<file path="config.mk">
export PLATFORM = sky130hd
export DESIGN_NAME = sincos_requester_flat
export DESIGN_NICKNAME = d
export VERILOG_FILES = /design/src/rtl/sincos_requester_if.sv /design/src/rtl/sincos_requester.sv /design/src/flat_wrapper.sv
export SDC_FILE = /design/constraint.sdc
export NUM_CORES = 1
export LEC_CHECK = 0
export ABC_AREA = 1
export BUFFER_PORTS_ARGS = -buffer_cell sky130_fd_sc_hd__buf_2
export CAP_MARGIN = 20
export CORE_UTILIZATION = 50
export DETAILED_ROUTE_END_ITERATION = 8
export GPL_ROUTABILITY_DRIVEN = 0
export PLACE_DENSITY = 0.85
export SETUP_SLACK_MARGIN = 0.5
export SLEW_MARGIN = 20
export SYNTH_ARGS = -nofsm -noshare
export SYNTH_HDL_FRONTEND = slang
export SYNTH_SLANG_ARGS = --single-unit
</file>
<file path="constraint.sdc">
create_clock -name clk -period 2.6 [get_ports clk]
set_input_delay 0.26 -clock clk [delete_from_list [all_inputs] [get_ports clk]]
set_output_delay 0.26 -clock clk [all_outputs]
set_load 0.1 [all_outputs]
</file>
<file path="src/rtl/sincos_requester_if.sv">
// Handshake bundle between the angle source, the sincos engine and the
// result consumer; the requester sits on the slave side.
interface sincos_requester_if;
    logic        in_valid;
    logic [31:0] in_opx;
    logic        in_ready;
    logic        sine_start;
    logic [31:0] opx;
    logic        sine_done;
    logic [31:0] sine_result;
    logic        out_valid;
    logic        out_ready;
    logic [31:0] out_result;
    logic        out_err;
    logic        busy;
    logic [7:0]  err_count;

    modport slave (
        input  in_valid, in_opx, sine_done, sine_result, out_ready,
        output in_ready, sine_start, opx, out_valid, out_result,
        output out_err, busy, err_count
    );

    modport master (
        output in_valid, in_opx, sine_done, sine_result, out_ready,
        input  in_ready, sine_start, opx, out_valid, out_result,
        input  out_err, busy, err_count
    );
endinterface

</file>
<file path="src/rtl/sincos_requester.sv">
// Single-outstanding request sequencer for a sincos engine, with a
// timeout watchdog and a result FIFO whose space is reserved at accept.
module sincos_requester #(
    parameter int DEPTH   = 4,
    parameter int TIMEOUT = 64
) (
    input  logic              clk,
    input  logic              rst,
    sincos_requester_if.slave io
);
    localparam int AW = (DEPTH > 1) ? $clog2(DEPTH) : 1;
    localparam int TW = (TIMEOUT > 1) ? $clog2(TIMEOUT) : 1;
    localparam logic [AW:0]   FULL   = (AW + 1)'(DEPTH);
    localparam logic [TW-1:0] T_LAST = TW'(TIMEOUT - 1);
    localparam logic [31:0]   QNAN   = 32'h7FC0_0000;

    typedef enum logic [1:0] {
        IDLE,
        ISSUE,
        WAIT
    } state_t;

    state_t        state, state_nx;
    logic [TW-1:0] timer, timer_nx;
    logic [31:0]   opx_q;
    logic [7:0]    err_q;

    logic [32:0]   mem [DEPTH];
    logic [AW-1:0] wr_ptr, rd_ptr;
    logic [AW:0]   count;

    logic          accept;
    logic          push;
    logic          push_err;
    logic          pop;
    logic          start;
    logic [31:0]   push_data;

    assign io.in_ready = (state == IDLE) && (count < FULL) && !rst;
    assign accept      = io.in_valid && io.in_ready;
    assign io.out_valid = (count != '0);
    assign pop          = io.out_valid && io.out_ready;

    always_comb begin
        state_nx  = state;
        timer_nx  = timer;
        push      = 1'b0;
        push_err  = 1'b0;
        push_data = io.sine_result;
        start     = 1'b0;
        unique case (state)
            IDLE: begin
                if (accept) state_nx = ISSUE;
            end
            ISSUE: begin
                start    = 1'b1;
                timer_nx = '0;
                state_nx = WAIT;
            end
            WAIT: begin
                // completion takes priority over an expiring watchdog
                if (io.sine_done) begin
                    push     = 1'b1;
                    state_nx = IDLE;
                end else if (timer == T_LAST) begin
                    push      = 1'b1;
                    push_err  = 1'b1;
                    push_data = QNAN;
                    state_nx  = IDLE;
                end else begin
                    timer_nx = timer + 1'b1;
                end
            end
            default: state_nx = IDLE;
        endcase
    end

    always_ff @(posedge clk) begin
        if (rst) begin
            state <= IDLE;
            timer <= '0;
            opx_q <= '0;
            err_q <= '0;
        end else begin
            state <= state_nx;
            timer <= timer_nx;
            if (accept) opx_q <= io.in_opx;
            if (push_err && err_q != 8'hFF) err_q <= err_q + 1'b1;
        end
    end

    always_ff @(posedge clk) begin
        if (push) mem[wr_ptr] <= {push_err, push_data};
    end

    always_ff @(posedge clk) begin
        if (rst) begin
            wr_ptr <= '0;
            rd_ptr <= '0;
            count  <= '0;
        end else begin
            if (push) wr_ptr <= wr_ptr + 1'b1;
            if (pop)  rd_ptr <= rd_ptr + 1'b1;
            unique case ({push, pop})
                2'b10:   count <= count + 1'b1;
                2'b01:   count <= count - 1'b1;
                default: count <= count;
            endcase
        end
    end

    assign io.sine_start = start;
    assign io.opx        = opx_q;
    assign io.busy       = (state != IDLE);
    assign io.err_count  = err_q;
    assign io.out_result = io.out_valid ? mem[rd_ptr][31:0] : '0;
    assign io.out_err    = io.out_valid ? mem[rd_ptr][32] : 1'b0;
endmodule

</file>
<file path="src/flat_wrapper.sv">
// flat-port wrapper written by rule: the top's interface ports become plain ports
module sincos_requester_flat 
#(
    parameter int DEPTH   = 4,
    parameter int TIMEOUT = 64
)
  (clk, rst, io_in_valid, io_in_opx, io_sine_done, io_sine_result, io_out_ready, io_in_ready, io_sine_start, io_opx, io_out_valid, io_out_result, io_out_err, io_busy, io_err_count);
  sincos_requester_if io_i ();
  input  logic clk;
  input  logic rst;
  input wire logic [$bits(io_i.in_valid)-1:0] io_in_valid;
  input wire logic [$bits(io_i.in_opx)-1:0] io_in_opx;
  input wire logic [$bits(io_i.sine_done)-1:0] io_sine_done;
  input wire logic [$bits(io_i.sine_result)-1:0] io_sine_result;
  input wire logic [$bits(io_i.out_ready)-1:0] io_out_ready;
  output wire logic [$bits(io_i.in_ready)-1:0] io_in_ready;
  output wire logic [$bits(io_i.sine_start)-1:0] io_sine_start;
  output wire logic [$bits(io_i.opx)-1:0] io_opx;
  output wire logic [$bits(io_i.out_valid)-1:0] io_out_valid;
  output wire logic [$bits(io_i.out_result)-1:0] io_out_result;
  output wire logic [$bits(io_i.out_err)-1:0] io_out_err;
  output wire logic [$bits(io_i.busy)-1:0] io_busy;
  output wire logic [$bits(io_i.err_count)-1:0] io_err_count;
  assign io_i.in_valid = io_in_valid;
  assign io_i.in_opx = io_in_opx;
  assign io_i.sine_done = io_sine_done;
  assign io_i.sine_result = io_sine_result;
  assign io_i.out_ready = io_out_ready;
  assign io_in_ready = io_i.in_ready;
  assign io_sine_start = io_i.sine_start;
  assign io_opx = io_i.opx;
  assign io_out_valid = io_i.out_valid;
  assign io_out_result = io_i.out_result;
  assign io_out_err = io_i.out_err;
  assign io_busy = io_i.busy;
  assign io_err_count = io_i.err_count;
  sincos_requester #(.DEPTH(DEPTH), .TIMEOUT(TIMEOUT)) u_core (.clk(clk), .rst(rst), .io(io_i));
endmodule
</file>
Yosys cells after proc, flatten, opt, wreduce, memory -nomap -nowiden

Memories as Yosys holds them, arrays and structs flattened. A register that Yosys moved wholly into a read port is not among the register bits.
Cells that the tools add are included.

Flip-flop bits (word level): 55
Memory bits (writable): 132
Input port bits: 69
Output and inout port bits: 77
Word-level logic and storage cells: 61
Memories kept: 1

$add $sub $neg: 6
Magnitude comparators: 1
Equality and inequality tests: 10
Muxes and demuxes: 23
Reductions and logical operators: 13

Memory list:

| memory     | depth | bits a word | read ports | clocked after Yosys merged registers in | wr ports | RTL line               | RTL |
|---|---|---|---|---|---|---|---|
| u_core.mem | 4     | 33          | 1          | 1                                       | 1        | sincos_requester.sv:28 | `logic [32:0] mem [DEPTH];` |

Operators with widths:

| operator              | number |
|---|---|
| $mux W32              | 4 |
| $mux W6               | 2 |
| $pmux W6 S2           | 1 |
| $mux W2               | 5 |
| $mux W1               | 9 |
| $add A8 B1 Y8 const B | 1 |
| $ne A8 B8 Y1 const B  | 1 |
| $add A6 B1 Y6 const B | 1 |
| $eq A6 B6 Y1 const B  | 1 |
| $pmux W2 S3           | 1 |
| $pmux W3 S2           | 1 |
| $reduce_bool A2 Y1    | 3 |
| $logic_and A1 B1 Y1   | 5 |
| $add A2 B1 Y2 const B | 2 |
| $eq A2 B1 Y1 const B  | 2 |
| $eq A2 B2 Y1 const B  | 2 |
| $ne A2 B2 Y1 const B  | 2 |
| $add A3 B1 Y3 const B | 1 |
| $lt A3 B3 Y1 const B  | 1 |
| $ne A3 B2 Y1 const B  | 1 |
| $reduce_and A3 Y1     | 1 |
| $reduce_bool A3 Y1    | 1 |
| $sub A3 B1 Y3 const B | 1 |
| $logic_not A2 Y1      | 1 |
| other kinds (3)       | 3 |

Depth between registers and ports, before layout

Depth after elaboration: 6
Depth in mapped cells: 14
Gate-level depth less buffers: 14

Worst setup path after synthesis

OpenSTA, ideal clock, no wires.

Path kind: register to output
Start point: register u_core.state[1]
End point: output port io_in_ready
Data arrival time: 3045 ps
Data required time: 2340 ps
Slack: -705 ps
Stages on the path, launching flop included: 4
Path buffers: 0
Cells stage by stage: dfxtp_1 > nor2_1 > inv_1 > nor3_1

Longest elaborated chain between the ends: 3

Ends and longest elaborated chain:

| element                          | RTL line               | RTL |
|---|---|---|
| start, declared                  | sincos_requester.sv:23 | `state_t state, state_nx;` |
| start signal, assigned           | sincos_requester.sv:85 | `state <= state_nx;` |
| $logic_not A2 Y1                 | sincos_requester.sv:39 | `assign io.in_ready = (state == IDLE) && (count < FULL) && !rst;` |
| $logic_and A1 B1 Y1 (2 in a row) | sincos_requester.sv:39 |  |
| end, declared                    | flat_wrapper.sv:16     | `output wire logic [$bits(io_i.in_ready)-1:0] io_in_ready;` |

Every way passes these cells.

==> summary.md <==
| Metric | Value |
|---|---|
| Design Area, Final | 0.0102 mm2 |
| Vias in the first global route | 5904 |
| Max IR drop VDD | 0.444 mV |
| RSZ-0062 raised after global routing | yes |
| Core region area | 0.0153 mm2 |
| Share of cells above drive strength 1 | 27.4% |
| Grt met1 use | 25.5% |
| CTS max path bufs | 2 |
| Synthesized Nets | 872 |
| Least-Margin Pin Slew | 0.551 ns |
| Worst Hold Depth | 3 |
| LEAKAGE | 3.93 nW |
| Hpwl dp | 10600 um |
| Critical Path AT | 1.85 ns |
| Critical path data required time | 2.34 ns |
| Fillers | 1101 |
| Die Area | 0.0161 mm2 |
| Dpl ws | 0.565 ns |
| Met2 global-route usage | 42.4% |
| Worst Setup End Kind | output port |
| Syn. warnings | 0 |
| Hold Path End | u_core.io.opx[27] |
| Fin nets | 1019 |
| Insertion delay to the later sink of the worst-skew pair | 0.43 ns |
| I/O pin count | 146 |
| CP top delay family | buffers and inverters |
| Initial antenna violation count | 0 |
| Num Clock Sinks | 189 |
| Critical Path Stages | 7 |
| Status | finished, final reports clean |
| Power Dens Cells | 706 mW/mm2 |
| Hold crit path type | in -> reg |
| Reg2Reg Depth | 14 |
| Starting density of the core | 51.2% |
| Sum of buffers and inverters on the critical path | 3 |
| Tcrit/Tclk final | 81.2% |
| Avg Inst Size Synth | 9.83 um2 |
| DRC | 0 |
| CP max stage delay | 0.43 ns |
| Seq/Total Area, Yosys | 65.3% |
| Placement Cell Area | 0.00945 mm2 |
| CTS Hold Buffers Added | 0 |
| Hold Violations, Final | 0 |
| Wire length per cell | 15.6 um |
| Ant diodes | 0 |
| DIE WIDTH | 127 um |
| Netlist Area Pre-Place | 0.00782 mm2 |
| Pin count of the biggest net entering global routing | 49 |
| Root buf cell | clkbuf_16 |
| M3 GR Usage | 5.86% |
| Port buffer count | 145 |
| Flop2flop setup slack | 0.60 ns |
| Synth cell types | 27 |
| Clock tree from TritonCTS | yes |
| Crit Path Max Fanout | 6 |
| Final setup vio count | 0 |
| Hold slack | 0.0673 ns |
| PnR worst setup slack | 0.490 ns |
| First-pass GRT wire length | 28100 um |
| Area Growth Syn to Fin | 30.8% |
| DRT Pass-1 Iters | 7 |
| H-tree Lvls | 4 |
| Reg-to-Reg Start | u_core.timer[1] |
| Synth Register Bits | 189 |
| Max Cap Violations | 0 |
| Worst r2r dst | u_core.count[2] |
| Kind of critical path | reg -> out |
| TritonCTS buffer count | 17 |
| Routed Antenna Nets | 0 |
| Clk slew on worst S/H paths | 0.07 ns |
| Tot GR Track Use | 22.9% |
| Num rows | 45 |
| Rel. slew slack | 63.2% |
| Die H | 127 um |
| Pins Over Slew Limit | 0 |
| Clock skew | 0.0124 ns |
| Setup_tns | 0 ns |
| GR Overflow Total | 0 |
| Vias | 6056 |
| Syn Inst Count | 795 |
| Crit path cell chain | buf_12 -> buf_16 -> nor2_1 -> nor2_1 -> o21ai_0 -> a21oi_2 -> buf_12 |
| Busiest layer in global routing | met2 |
| Fmax | 474 MHz |
| DR iter-0 viols | 458 |
| Routed vias/inst | 5.19 |
| CP max stage cell | dfxtp_4 |
| Total Routed Length | 18200 um |
| Origin of the worst min-delay path | io_in_opx[27] |
| Setup crit start kind | flip-flop |
| Min cycle time layout | 2.11 ns |
synthesized netlist by cell type (all sizes together):
master	n	area share [%]
xor2	3	0.34
nand4	2	0.24
buf	21	1.6
o21ai	73	4.7
dfxtp	57	15
nand2	123	6.0
ha	7	1.1
edfxtp	132	51
inv	60	2.9
nor2	190	9.3
nand3	10	0.77
or2	9	0.72
nor3	3	0.34
fa	1	0.26
nand3b	3	0.29
a21oi	84	5.4
clkbuf	17	0.82
power by group:
group	leakage [nW]	switching [mW]	internal [mW]
Clock	0.276	1.14	1.44
Sequential	1.65	0.0328	3.26
Combinational	2.01	0.966	0.387
Total	3.93	2.14	5.09
cell usage in the layout (no fill, tap or decap), types with 4 or more instances in the layout:
cell	netlist	routed
a21oi_1	84	51
a21oi_2	0	33
buf_12	0	42
buf_2	11	112
buf_4	8	7
clkbuf_16	0	19
clkinvlp_4	0	4
dfxtp_1	57	54
edfxtp_1	132	132
ha_1	7	6
inv_1	56	54
inv_2	4	4
inv_6	0	4
nand2_1	121	119
nand2_2	2	4
nand3_1	8	7
nor2_1	187	181
nor2_4	2	6
o21ai_0	73	54
o21ai_1	0	19
or2_1	6	6
repair_timing:
| action | 4_1_cts | 5_1_grt |
|---|---|---|
| endpoints found under the hold margin | 0 | 0 |
| cloned | 1 | 2 |
| pin swaps | 4 | 21 |
| endpoints found under the setup margin | 35 | 257 |
| buffers inserted | 5 | 0 |
| resized for setup | 12 | 30 |
cells by family (layout without fill, tap and decap cells):
| family | Yosys count | count (layout) | synth area share (%) |
|---|---|---|---|
| AND/OR/NAND/NOR | 340 | 340 | 17.7 |
| flip-flops | 189 | 189 | 65.3 |
| AO/OA/AOI/OAI | 157 | 157 | 10.1 |
| buffers and inverters | 98 | 258 | 5.27 |
| adder cells (fa/ha/maj) | 8 | 8 | 1.38 |
| XOR/XNOR | 3 | 3 | 0.336 |
worst max path at each step:
stage / startpoint / to / slack (ns)
3_5_place_dp: u_core.timer[0] / u_core.count[2] / 0.57
5_1_grt: flip-flop / io_out_result[2] / 0.41
6_report: flip-flop / io_out_result[2] / 0.49
2_1_floorplan: u_core.state[1] / io_in_ready / 0.15
4_1_cts: flip-flop / io_out_result[0] / 0.50
3_3_place_gp: u_core.timer[0] / u_core.count[2] / 0.61
state kept, by name, summed over array words and instances (netlist names), named ones only:
| signal | cells |
|---|---|
| u_core.wr_ptr | 2 |
| u_core.io.err_count | 8 |
| u_core.state | 2 |
| u_core.io.opx | 32 |
| u_core.count | 3 |
| u_core.mem | 132 |
| u_core.timer | 6 |
| u_core.rd_ptr | 2 |
per-stage QoR:
| stage | cells | utilization (%) | power, mW |
|---|---|---|---|
| finish | 1166 | 67.0 | 7.23 |
| detailed placement | 1126 | 61.9 | 4.65 |
| floorplan | 795 | - | 4.26 |
| global placement | 1126 | 61.9 | 4.63 |
| CTS | 1164 | 66.5 | 7.22 |
| global route | 1166 | 67.0 | 7.44 |
worst min-delay path, delay by kind of cell:
kind | cells | cell delay [ns]
buf+inv | 1 | 0.10
compound gates | 1 | 0.05
simple gates | 1 | 0.05
area by class of cell:
type / count / area [um2] / area share (%)
clock inverter: 14 / 159 / 1.55
inverter: 60 / 234 / 2.29
clock buffer: 18 / 429 / 4.20
sequential: 189 / 5110 / 50.0
timing repair buffer: 166 / 1550 / 15.2
multi-input combinational: 508 / 2480 / 24.2
tap: 211 / 264 / 2.58
metal layers:
| layer | wire length, um | vias up | share of wire [%] |
|---|---|---|---|
| met1 | 6850 | 2824 | 38 |
| li1 | - | 2928 | - |
| met2 | 9660 | 271 | 53 |
| met3 | 1330 | 33 | 7.3 |
| met4 | 334 | 0 | 1.8 |
| met5 | 0 | - | 0 |
Note: power is estimated with default switching activity, not from simulation.
